<file path="config.mk">
export PLATFORM = sky130hd
export DESIGN_NAME = lia_sweep_controller_flat
export DESIGN_NICKNAME = d
export VERILOG_FILES = /design/src/rtl/lia_pkg.sv /design/src/rtl/lia_sweep_controller_if.sv /design/src/rtl/lia_iq_averager.sv /design/src/rtl/lia_sweep_controller.sv /design/src/flat_wrapper.sv
export SDC_FILE = /design/constraint.sdc
export NUM_CORES = 1
export LEC_CHECK = 0
export CAP_MARGIN = 20
export CORE_MARGIN = 8
export CORE_UTILIZATION = 34
export DETAILED_ROUTE_END_ITERATION = 16
export HOLD_SLACK_MARGIN = 0.12
export SLEW_MARGIN = 20
export SYNTH_ARGS = -nofsm -noshare
export SYNTH_HDL_FRONTEND = slang
export SYNTH_HIERARCHICAL = 1
export SYNTH_SLANG_ARGS = --single-unit
</file>
<file path="constraint.sdc">
create_clock -name clk -period 7.6 [get_ports clk]
set_input_delay 0.76 -clock clk [delete_from_list [all_inputs] [get_ports clk]]
set_output_delay 0.76 -clock clk [all_outputs]
set_load 0.005 [all_outputs]
</file>
<file path="src/rtl/lia_pkg.sv">
// Shared types and defaults for the lock-in sweep controller slice.
// Holds the controller state enum, the NCO phase width and the default
// mixer data width / averaging depth used by the sweep blocks.
package lia_pkg;

  localparam int PHASE_W      = 32;
  localparam int DEF_DATA_W   = 24;
  localparam int DEF_LOG2_AVG = 6;

  typedef enum logic [2:0] {
    IDLE    = 3'd0,
    SETTLE  = 3'd1,
    ACQUIRE = 3'd2,
    OUTPUT  = 3'd3,
    DONE    = 3'd4
  } state_t;

endpackage

</file>
<file path="src/rtl/lia_sweep_controller_if.sv">
// Result channel of the sweep controller: one averaged I/Q pair per sweep
// point with its index, moved on a valid/ready handshake.
// Ports: res_i/res_q (signed averages), res_index, res_valid, res_ready.
// master = controller side (drives data/valid), slave = downstream consumer.
interface lia_sweep_controller_if
  import lia_pkg::*;
#(
  parameter int DATA_W = DEF_DATA_W,
  parameter int PTS_W  = 16
);

  logic signed [DATA_W-1:0] res_i;
  logic signed [DATA_W-1:0] res_q;
  logic        [PTS_W-1:0]  res_index;
  logic                     res_valid;
  logic                     res_ready;

  modport master (
    output res_i, res_q, res_index, res_valid,
    input  res_ready
  );

  modport slave (
    input  res_i, res_q, res_index, res_valid,
    output res_ready
  );

endinterface

</file>
<file path="src/rtl/lia_iq_averager.sv">
// Purpose: block-average 2**LOG2_AVG signed I/Q beats (accumulate, clear, shift).
// Latency: avg_i/avg_q/last are combinational on the final beat (include it).
// Backpressure: none; the caller gates beats with the beat input.
// Ports: clk, rst, clear (zero accumulators/count), beat (accept in_i/in_q),
//        avg_i/avg_q (floor((acc + in) / 2**LOG2_AVG)), last (final beat of block).
module lia_iq_averager
  import lia_pkg::*;
#(
  parameter int DATA_W   = DEF_DATA_W,
  parameter int LOG2_AVG = DEF_LOG2_AVG
) (
  input  logic                     clk,
  input  logic                     rst,
  input  logic                     clear,
  input  logic                     beat,
  input  logic signed [DATA_W-1:0] in_i,
  input  logic signed [DATA_W-1:0] in_q,
  output logic signed [DATA_W-1:0] avg_i,
  output logic signed [DATA_W-1:0] avg_q,
  output logic                     last
);

  // LOG2_AVG guard bits make overflow impossible for a full block.
  localparam int ACC_W = DATA_W + LOG2_AVG;
  localparam int CNT_W = LOG2_AVG + 1;
  localparam logic [CNT_W-1:0] LAST_CNT = CNT_W'((1 << LOG2_AVG) - 1);

  logic signed [ACC_W-1:0] acc_i, acc_q;
  logic signed [ACC_W-1:0] sum_i, sum_q;
  logic        [CNT_W-1:0] cnt;

  always_comb begin
    sum_i = acc_i + ACC_W'(in_i);
    sum_q = acc_q + ACC_W'(in_q);
    // Arithmetic shift floors toward -inf, matching a truncating divide for >= 0.
    avg_i = DATA_W'(sum_i >>> LOG2_AVG);
    avg_q = DATA_W'(sum_q >>> LOG2_AVG);
    last  = beat && (cnt == LAST_CNT);
  end

  always_ff @(posedge clk) begin
    if (rst || clear) begin
      acc_i <= '0;
      acc_q <= '0;
      cnt   <= '0;
    end else if (beat) begin
      if (last) begin
        acc_i <= '0;
        acc_q <= '0;
        cnt   <= '0;
      end else begin
        acc_i <= sum_i;
        acc_q <= sum_q;
        cnt   <= cnt + 1'b1;
      end
    end
  end

endmodule

</file>
<file path="src/rtl/lia_sweep_controller.sv">
// Purpose: frequency-sweep sequencer; programs NCO phase_increment per point,
//          discards SETTLE_SAMPLES mixer beats, then averages 2**LOG2_AVG beats.
// Latency: result valid the cycle after the final averaged beat; done one cycle after DONE entry.
// Backpressure: res holds stable until res_ready; mixer beats are dropped meanwhile.
// Ports: clk, rst (sync, active-high), start/abort, start_freq/step_freq/num_points
//        (sampled on start), phase_increment (to NCO), mixer_i_in/mixer_q_in/
//        mixer_valid_in (from core), res (result channel, master), busy, done.
// Optional: define LIA_SWEEP_PEAK_EN to add peak_index/peak_mag (largest |I|+|Q|).
module lia_sweep_controller
  import lia_pkg::*;
#(
  parameter int DATA_W         = DEF_DATA_W,
  parameter int LOG2_AVG       = DEF_LOG2_AVG,
  parameter int SETTLE_SAMPLES = 32,
  parameter int PTS_W          = 16
) (
  input  logic                     clk,
  input  logic                     rst,
  input  logic                     start,
  input  logic                     abort,
  input  logic [PHASE_W-1:0]       start_freq,
  input  logic [PHASE_W-1:0]       step_freq,
  input  logic [PTS_W-1:0]         num_points,
  output logic [PHASE_W-1:0]       phase_increment,
  input  logic signed [DATA_W-1:0] mixer_i_in,
  input  logic signed [DATA_W-1:0] mixer_q_in,
  input  logic                     mixer_valid_in,
  lia_sweep_controller_if.master   res,
  output logic                     busy,
  output logic                     done
`ifdef LIA_SWEEP_PEAK_EN
  ,
  output logic [PTS_W-1:0]         peak_index,
  output logic [DATA_W:0]          peak_mag
`endif
);

  localparam int SET_W = (SETTLE_SAMPLES > 1) ? $clog2(SETTLE_SAMPLES) : 1;
  localparam logic [SET_W-1:0] SET_LAST =
      SET_W'((SETTLE_SAMPLES > 0) ? (SETTLE_SAMPLES - 1) : 0);

  state_t               state;
  logic [PTS_W-1:0]     idx;
  logic [PTS_W-1:0]     npts;
  logic [PHASE_W-1:0]   step_q;
  logic [SET_W-1:0]     settle_cnt;

  logic                     avg_clear, avg_beat, avg_last;
  logic signed [DATA_W-1:0] avg_i, avg_q;

  // Accumulators sit at zero outside ACQUIRE, so entering ACQUIRE always starts a fresh block.
  assign avg_clear = (state != ACQUIRE);
  assign avg_beat  = (state == ACQUIRE) && mixer_valid_in && !abort;

  lia_iq_averager #(
    .DATA_W   (DATA_W),
    .LOG2_AVG (LOG2_AVG)
  ) u_avg (
    .clk   (clk),
    .rst   (rst),
    .clear (avg_clear),
    .beat  (avg_beat),
    .in_i  (mixer_i_in),
    .in_q  (mixer_q_in),
    .avg_i (avg_i),
    .avg_q (avg_q),
    .last  (avg_last)
  );

  always_ff @(posedge clk) begin
    if (rst) begin
      state           <= IDLE;
      phase_increment <= '0;
      res.res_i       <= '0;
      res.res_q       <= '0;
      res.res_index   <= '0;
      res.res_valid   <= 1'b0;
      busy            <= 1'b0;
      done            <= 1'b0;
      idx             <= '0;
      npts            <= '0;
      step_q          <= '0;
      settle_cnt      <= '0;
    end else begin
      done <= 1'b0;
      if (abort && (state != IDLE)) begin
        // phase_increment deliberately left at the point being measured.
        state         <= IDLE;
        busy          <= 1'b0;
        res.res_valid <= 1'b0;
      end else begin
        case (state)
          IDLE: begin
            if (start && !abort) begin
              step_q <= step_freq;
              npts   <= num_points;
              busy   <= 1'b1;
              if (num_points != '0) begin
                phase_increment <= start_freq;
                idx             <= '0;
                settle_cnt      <= '0;
                state           <= SETTLE;
              end else begin
                state <= DONE;
              end
            end
          end
          SETTLE: begin
            if (SETTLE_SAMPLES == 0) begin
              state <= ACQUIRE;
            end else if (mixer_valid_in) begin
              if (settle_cnt == SET_LAST) begin
                settle_cnt <= '0;
                state      <= ACQUIRE;
              end else begin
                settle_cnt <= settle_cnt + 1'b1;
              end
            end
          end
          ACQUIRE: begin
            if (avg_last) begin
              res.res_i     <= avg_i;
              res.res_q     <= avg_q;
              res.res_index <= idx;
              res.res_valid <= 1'b1;
              state         <= OUTPUT;
            end
          end
          OUTPUT: begin
            if (res.res_ready) begin
              res.res_valid <= 1'b0;
              if (idx == npts - PTS_W'(1)) begin
                state <= DONE;
              end else begin
                phase_increment <= phase_increment + step_q;
                idx             <= idx + 1'b1;
                settle_cnt      <= '0;
                state           <= SETTLE;
              end
            end
          end
          DONE: begin
            done  <= 1'b1;
            busy  <= 1'b0;
            state <= IDLE;
          end
          default: state <= IDLE;
        endcase
      end
    end
  end

`ifdef LIA_SWEEP_PEAK_EN
  logic [DATA_W-1:0] abs_i, abs_q;
  logic [DATA_W:0]   mag;

  // Negating the most negative value yields its exact magnitude when read unsigned.
  always_comb begin
    abs_i = res.res_i[DATA_W-1] ? DATA_W'(-res.res_i) : DATA_W'(res.res_i);
    abs_q = res.res_q[DATA_W-1] ? DATA_W'(-res.res_q) : DATA_W'(res.res_q);
    mag   = {1'b0, abs_i} + {1'b0, abs_q};
  end

  // Strict compare keeps the earliest index on ties; an accepted transfer
  // that coincides with abort still counts.
  always_ff @(posedge clk) begin
    if (rst) begin
      peak_index <= '0;
      peak_mag   <= '0;
    end else if ((state == IDLE) && start && !abort) begin
      peak_index <= '0;
      peak_mag   <= '0;
    end else if ((state == OUTPUT) && res.res_ready && (mag > peak_mag)) begin
      peak_index <= res.res_index;
      peak_mag   <= mag;
    end
  end
`endif

endmodule

</file>
<file path="src/flat_wrapper.sv">
// flat-port wrapper written by rule: the top's interface ports become plain ports
module lia_sweep_controller_flat import lia_pkg::*;
#(
  parameter int DATA_W         = DEF_DATA_W,
  parameter int LOG2_AVG       = DEF_LOG2_AVG,
  parameter int SETTLE_SAMPLES = 32,
  parameter int PTS_W          = 16
)
  (clk, rst, start, abort, start_freq, step_freq, num_points, phase_increment, mixer_i_in, mixer_q_in, mixer_valid_in, busy, done, res_res_i, res_res_q, res_res_index, res_res_valid, res_res_ready);
  lia_sweep_controller_if #(.DATA_W(DATA_W), .PTS_W(PTS_W)) res_i ();
  input  logic clk;
  input  logic rst;
  input  logic start;
  input  logic abort;
  input  logic [PHASE_W-1:0] start_freq;
  input  logic [PHASE_W-1:0] step_freq;
  input  logic [PTS_W-1:0] num_points;
  output logic [PHASE_W-1:0] phase_increment;
  input  logic signed [DATA_W-1:0] mixer_i_in;
  input  logic signed [DATA_W-1:0] mixer_q_in;
  input  logic mixer_valid_in;
  output logic busy;
  output logic done;
  output wire logic [$bits(res_i.res_i)-1:0] res_res_i;
  output wire logic [$bits(res_i.res_q)-1:0] res_res_q;
  output wire logic [$bits(res_i.res_index)-1:0] res_res_index;
  output wire logic [$bits(res_i.res_valid)-1:0] res_res_valid;
  input wire logic [$bits(res_i.res_ready)-1:0] res_res_ready;
  assign res_res_i = res_i.res_i;
  assign res_res_q = res_i.res_q;
  assign res_res_index = res_i.res_index;
  assign res_res_valid = res_i.res_valid;
  assign res_i.res_ready = res_res_ready;
  lia_sweep_controller #(.DATA_W(DATA_W), .LOG2_AVG(LOG2_AVG), .SETTLE_SAMPLES(SETTLE_SAMPLES), .PTS_W(PTS_W)) u_core (.clk(clk), .rst(rst), .start(start), .abort(abort), .start_freq(start_freq), .step_freq(step_freq), .num_points(num_points), .phase_increment(phase_increment), .mixer_i_in(mixer_i_in), .mixer_q_in(mixer_q_in), .mixer_valid_in(mixer_valid_in), .res(res_i), .busy(busy), .done(done));
endmodule
</file>
# == After elaboration in Yosys (flattened, before gate mapping) ==
# Cells that the tools add are included.
# word_totals
register_bits,238
word_cells,94
# op_classes
n_addsub,7
eq_ne,15
mux,34
bitwise_logic,1
reduce_logical,22
# ops
op,n
$mux W32,4
$mux W16,4
$pmux W32 S2,1
$add A30 B24 Y30,2
$mux W30,2
$add A32 B32 Y32,1
$pmux W16 S2,1
$mux W5,6
$mux W3,7
$add A16 B1 Y16 const B,1
$eq A16 B16 Y1,1
$reduce_bool A16 Y1,1
$sub A16 B1 Y16 const B,1
$pmux W5 S3,1
$pmux W3 S4,1
$reduce_and A3 Y1,3
$ne A2 B1 Y1 const B,4
$add A7 B1 Y7 const B,1
$eq A7 B6 Y1 const B,1
$mux W7,1
$reduce_and A7 Y1,1
$eq A3 B2 Y1 const B,2
$ne A2 B2 Y1 const B,3
$reduce_and A6 Y1,1
other kinds (17),28

# == Logic depth before layout (Yosys ltp) ==
# Gate-level depths: netlist of the first run.
# logic_depth
depth_word,6
mapped_depth,16
mapped_depth_nobuf,13

# == Hierarchy ==
# The synthesis of the first run kept the hierarchy.
# modules_own_cells
mod,instances,cells_per_inst,area_per_inst_um2
lia_sweep_controller,1,1203,9235.1
lia_iq_averager,1,666,5412.7

# == Worst setup path after synthesis of the first run ==
# No wires, ideal clock.
# synth_timing
kind,input to register
startpoint,input abort
endpoint,register u_core.res.res_index[14]
t_arrival_ns,3.202
t_required_ns,7.530
setup_slack_ns,4.327
path_stages,12
n_path_buf,4
path_cell_list,clkbuf_1 > nor3_1 > clkbuf_1 > nand4_1 > or3_1 > buf_2 > inv_1 > nand3_1 > a21oi_1 > clkbuf_1 > nand2_1 > a21oi_1
# synth_between
elab_chain_len,4
# synth_lines
item,line,source
from (decl),flat_wrapper.sv:14,input logic abort;
$logic_not A1 Y1,lia_sweep_controller.sv:53,assign avg_beat = (state == ACQUIRE) && mixer_valid_in && !abort;
$logic_and A1 B1 Y1,lia_sweep_controller.sv:53,
via u_core.avg_beat,lia_sweep_controller.sv:48,"logic avg_clear, avg_beat, avg_last;"
$logic_and A1 B1 Y1,lia_iq_averager.sv:38,last = beat && (cnt == LAST_CNT);
via u_core.avg_last,lia_sweep_controller.sv:48,
$reduce_and A3 Y1 (no source line),-,
to (signal assigned),lia_sweep_controller.sv:124,res.res_index <= idx;
to (decl),lia_sweep_controller_if.sv:19,"output res_i, res_q, res_index, res_valid,"
# The timed path passes the listed nets, and every way through them passes these cells.
# A chain may end at the register's enable or synchronous reset.

# == Worst setup path after layout of the first run ==
# layout_timing
startpoint,input abort
endpoint,register u_core.res.res_i[13]
# layout_between
elab_chain_len,4
# layout_lines
item,line,source
$logic_not A1 Y1,lia_sweep_controller.sv:53,
$logic_and A1 B1 Y1,lia_sweep_controller.sv:53,
via u_core.avg_beat,lia_sweep_controller.sv:48,
$logic_and A1 B1 Y1,lia_iq_averager.sv:38,
via u_core.avg_last,lia_sweep_controller.sv:48,
$reduce_and A3 Y1 (no source line),-,
to (signal assigned),lia_sweep_controller.sv:122,res.res_i <= avg_i;
to (decl),lia_sweep_controller_if.sv:19,
# The timed path passes the listed nets, and every way through them passes these cells.

==> results.cfg, run 1 <==
[run_status]
outcome = finished clean

[flow_run]
cap_violations = 0

[synthesis]
async_flop_share_pct = 0
synth-main-ff-cell = dfxtp_1
yosysWarnings = 6
synthMuxAreaShare_pct = 2.06
synth_top_family_by_area = compound AO/OA/AOI/OAI gates
synth-seq-cells = 238
postSynthCellCount = 1869
synth-xor-area-share_pct = 6.10
syn_nets = 2100
synth-compound-area-share_pct = 25.3
syn_area_um2 = 14600
synth_adder_area_share_pct = 8.44
seq_area_frac_synth_pct = 32.5
avgSynthCellArea_um2 = 7.84
ys_types = 88
synthSimpleGateAreaFrac_pct = 21.1
synth_edf_count = 0

[worst_setup_path]
crit_required_ns = 8.08
crit_path_end_kind = flip-flop
crit_path_max_incr_delay_ns = 0.70
arrival_ns = 5.04
r2r_cells = 11
path_cells = clkdlybuf4s50_1 > nor3_4 > nand4_1 > or3_1 > inv_1 > nand3_1 > a21oi_4 > buf_4 > nand2_1 > a21oi_1
slowest_stage = nor3_4
worstPathMaxFanout = 41
path_class = in -> reg
critPathLaunchType = input pin

[clocking]
cts_tree = done
root_buffer = clkbuf_16
clk_pin_slew_ns = 0.06
htreeDepth = 1
clock_path_buffers = 3
clkSinkCount = 238
postCtsHoldBufs = 0
worstSkewPairLatency_ns = 0.56
post_cts_buffers = 0
cts-buffers-inserted = 29
cts_resized = 0

[finish]
fin_cells = 2603
syn2layout_area_growth_pct = 24.8
multiInputGateArea_um2 = 9270
fillers = 4292
seq_area_um2 = 4760
layout.nets = 2265
drive_gt1_share_pct = 5.45

[sta]
final.setup.tns_ns = 0
finalCriticalPeriod_ns = 4.56
worst_pin_slew_ns = 1.03
fmax_ghz = 0.220
min_period_over_period_pct = 59.9
finalSetupViolCount = 0
drv_slew = 0
rsz0062_at_grt = no
relSlewSlack_pct = 31.4
skew_ns = 0.0165
hold_viol = 0

[routing]
detail-route-antenna-nets = 0
wirelength_um = 45100
dr_total_vias = 14000
drc = 0
drt_iter0_drc = 840
avgRoutedWirePerCell_um = 17.3
first_pass_iters = 5
via_per_inst = 5.36

[floorplanning]
die_w_um = 224
rows = 76
start_util_pct = 34.2
io_pins = 233
design.die.area_um2 = 50000
core_um2 = 42800
fp.dieH_um = 224

[min_path]
hold_path_class = reg -> reg
min_path_cells = 1

[grt]
overflow = 0
grt_max_degree = 83
track_usage_pct = 17.2
grt_pass1_vias = 13500
grt_pass1_wl_um = 71900
antenna_found_initial = 3

[pwr]
p_per_area_nw_per_um2 = 219
p_total_mw = 4.00
power_leakage_nw = 7.00
peakVddDrop_uv = 188

[placed_design]
place_inst = 2549
dp.final_hpwl_um = 33200
place.gp.congestion = 0.866
portBuffers = 232
[where the power goes]
part | internal [mW] | switching (mW) | leakage (nW)
Sequential | 1.34 | 0.0912 | 1.93
Combinational | 0.478 | 0.670 | 4.58
Clock | 0.868 | 0.558 | 0.489
[cell type report]
cell class / count / share of cell area (%)
Clock buffer: 40 / 4.58
Timing Repair Buffer: 245 / 13.2
Tap cell: 546 / 3.74
Clock inverter: 12 / 0.808
Multi-Input combinational cell: 1479 / 50.7
Inverter: 41 / 0.842
Sequential cell: 238 / 26.1
Antenna cell: 2 / 0.0274
[flip-flops by register name, indices dropped and copies added (netlist names)]
register	flops
u_core/busy	1
u_core/u_avg/cnt	7
u_core/state	3
u_core/step_q	32
u_core/idx	16
u_core/res.res_index	16
u_core/done	1
u_core/phase_increment	32
u_core/res.res_valid	1
u_core/npts	16
u_core/res.res_i	24
u_core/res.res_q	24
u_core/settle_cnt	5
u_core/u_avg/acc_i	30
u_core/u_avg/acc_q	30
[routing by layer]
layer	up-vias	wire length (µm)	track usage (%)
met5	-	13	0
met1	6559	20800	22.5
met3	74	2360	3.36
met2	313	20600	28.1
met4	2	1340	5.52
li1	7017	-	-
[cell usage after synthesis (all sizes together), types with 14 or more instances]
cell / n / share of area [%]
a211oi: 20 / 1.0
a21o: 44 / 2.3
a21oi: 239 / 8.2
a22o: 27 / 1.6
a22oi: 20 / 1.0
and3: 15 / 0.64
buf: 23 / 1.2
clkbuf: 88 / 2.3
dfxtp: 238 / 33
ha: 94 / 8.0
inv: 40 / 1.0
mux2i: 29 / 2.0
nand2: 351 / 9.0
nand3: 39 / 1.3
nand4: 22 / 0.94
nor2: 131 / 3.5
nor3: 32 / 1.3
nor4: 15 / 0.68
o21a: 14 / 0.72
o21ai: 81 / 2.8
or3: 23 / 0.98
xnor2: 59 / 3.5
xor2: 43 / 2.6
[critical path, delay by kind of cell]
family | cells | cell delay [ns]
AND/OR/NAND/NOR | 5 | 1.94
buffers and inverters | 3 | 1.53
AO/OA/AOI/OAI | 2 | 0.77
[layout by cell type, fill, tap and decap left out, types with 15 or more instances in the layout]
cell type and count:
a211oi_1 20, a21o_1 43, a21oi_1 236, a22o_1 27, a22oi_1 20, and3_1 15
clkbuf_16 29, clkdlybuf4s50_1 231, dfxtp_1 238, ha_1 94, inv_1 40, mux2i_1 29
nand2_1 351, nand3_1 39, nand4_1 22, nor2_1 127, nor3_1 24, o21ai_0 70
or3_1 23, xnor2_1 59, xor2_1 43
[logic make-up after synthesis]
logic type | count (synthesis)
AO/OA/AOI/OAI | 564
XOR/XNOR | 102
adder cells (fa/ha/maj) | 97
buffers and inverters | 152
flip-flops | 238
multiplexers | 30
AND/OR/NAND/NOR | 686
[through the flow]
stage | hold WS [ns] | cell area [µm²] | worst slack, ns | utilization (%)
after global placement | 0.432 | 17300 | 1.84 | 40.4
after global routing | 0.468 | 18300 | 2.74 | 42.7
after detailed placement | 0.437 | 17300 | 2.07 | 40.4
final | 0.452 | 18300 | 3.04 | 42.7
after floorplan | 0.426 | 14600 | 4.33 | -
after CTS | 0.446 | 18300 | 2.68 | 42.7
[path summary, 6_finish.rpt]
kind	slack, ns	endpoint	from
max	3.04	u_core/res.res_i[13]	abort
min	0.45	u_core/u_avg/cnt[6]	u_core/u_avg/cnt[6]
max reg2reg	3.30	u_core/res.res_i[13]	u_core/state[2]
min reg2reg	0.45	u_core/u_avg/cnt[6]	u_core/u_avg/cnt[6]
(Power assumes the default switching activity.)
==> run 2: changes to the inputs <==
==> constraint.sdc (replaced) <==
create_clock -name clk -period 3.85 [get_ports clk]
set_input_delay 0.385 -clock clk [delete_from_list [all_inputs] [get_ports clk]]
set_output_delay 0.385 -clock clk [all_outputs]
set_load 0.005 [all_outputs]
==> run 2 against run 1 <==
  * Die area unchanged
  * Register-to-register slack got worse by 2.9 ns
  * Combinational power grew 98%
  * Sequential power is 97% higher
  * Worst setup slack worse by 2.6 ns
==> results.cfg, run 2 (same netlist as run 1, synthesis figures left out) <==
[clocking]
htreeDepth = 1
cts_resized = 0
root_buffer = clkbuf_16
post_cts_buffers = 0
clock_path_buffers = 3
cts_tree = done
clk_pin_slew_ns = 0.06
clkSinkCount = 238
cts-buffers-inserted = 29
worstSkewPairLatency_ns = 0.57
postCtsHoldBufs = 0

[finish]
seq_area_um2 = 4760
multiInputGateArea_um2 = 9250
layout_commonest_cell = nand2_1
top_regs = u_core/phase_increment: 32 flops, u_core/step_q: 32 flops
layout.nets = 2277
syn2layout_area_growth_pct = 25.0
mostFrequentLayoutCells = 351 x nand2_1, 238 x dfxtp_1, 236 x a21oi_1
drive_gt1_share_pct = 5.76
fillers = 4393

[sta]
finalSetupViolCount = 0
fin_ws_ns = 0.414
relSlewSlack_pct = 38.1
worst_pin_slew_ns = 0.928
skew_ns = 0.0237
hold_viol = 0
drv_slew = 0
finalCriticalPeriod_ns = 3.44
min_period_over_period_pct = 89.2
rsz0062_at_grt = no
fmax_ghz = 0.291
final.setup.tns_ns = 0

[pwr]
p_per_area_nw_per_um2 = 425
peakVddDrop_uv = 342
power_leakage_nw = 7.02

[floorplanning]
die_w_um = 224
io_pins = 233
rows = 76
start_util_pct = 34.2
core_um2 = 42800
fp.dieH_um = 224
design.die.area_um2 = 50000

[placed_design]
portBuffers = 232
dp.final_hpwl_um = 34000
dp_slack_ns = 0.448
place.gp.congestion = 0.888

[routing]
wl_met2_um = 21400
met3WireLength_um = 2250
detail-route-antenna-nets = 0
drt_iter0_drc = 838
wirelength_um = 46000
drc = 0
via_per_inst = 5.39
first_pass_iters = 5
top_layer = met4
wl_met1_um = 20900
avgRoutedWirePerCell_um = 17.6
dr_total_vias = 14100

[worst_setup_path]
slowest_stage = or4b_1
worstPathMaxFanout = 36
critPathLaunchType = flip-flop
arrival_ns = 3.86
r2r-start = u_core/npts[0]
crit_required_ns = 4.28
path_class = reg -> reg
crit_path_max_incr_delay_ns = 0.68
path_cells = inv_1 > ha_1 > or4b_1 > nor4_2 > xnor2_1 > nand2_1 > a2111o_1 > a31o_2 > buf_4 > mux2i_1 > o211ai_1
path_delay_family = simple AND/OR/NAND/NOR gates
startpoint = u_core/npts[0]
crit_path_end_kind = flip-flop
critPathBufInv = 2

[grt]
grt_pass1_wl_um = 73800
antenna_found_initial = 4
track_usage_pct = 17.6
overflow = 0
grt_max_degree = 58
grt_pass1_vias = 13900

[min_path]
min-delay-start = rst
hold_path_class = in -> reg

[flow_run]
cap_violations = 0

[run_status]
outcome = finished clean
[run 2: final cells by class]
type	count	area share, %
tap	546	3.73
clock inverter	8	0.403
multi-input combinational	1479	50.5
antenna	4	0.0547
timing repair buffer	257	13.8
inverter	41	0.840
sequential	238	26.0
clock buffer	44	4.65
[run 2: worst paths after layout]
check,to,slack [ns],cells past startpoint
max,u_core/phase_increment[31],0.41,11
max reg2reg,u_core/phase_increment[31],0.41,11
min reg2reg,u_core/u_avg/cnt[6],0.44,1
min,u_core/phase_increment[10],0.21,2
[run 2: routing by layer]
metal,vias to the layer above,track usage [%]
li1,7032,-
met2,340,29.3
met3,69,2.96
met5,-,0
met4,0,6.10
met1,6652,22.9
[run 2: through the flow]
step	power [mW]	util (%)	cell area, µm²	hold WS (ns)	std cells
CTS	7.88	42.8	18300	0.169	2613
global route	8.24	42.8	18300	0.216	2617
detailed placement	5.15	40.6	17400	0.435	2561
global placement	5.11	40.6	17400	0.432	2561
finish	7.78	42.8	18300	0.210	2617
floorplan	4.41	-	14600	0.426	1869
[run 2: power breakdown]
group,internal [mW],switching [mW]
sequential,2.64,0.187
combinational,0.964,1.32
clock,1.58,1.10
[run 2: worst register-to-register path: stages, from the launching register on]
cell and delay (ns):
dfxtp_1 0.36, inv_1 0.07, ha_1 0.30, or4b_1 0.68, nor4_2 0.24, xnor2_1 0.18, nand2_1 0.08, a2111o_1 0.50
a31o_2 0.27, buf_4 0.30, mux2i_1 0.23, o211ai_1 0.10
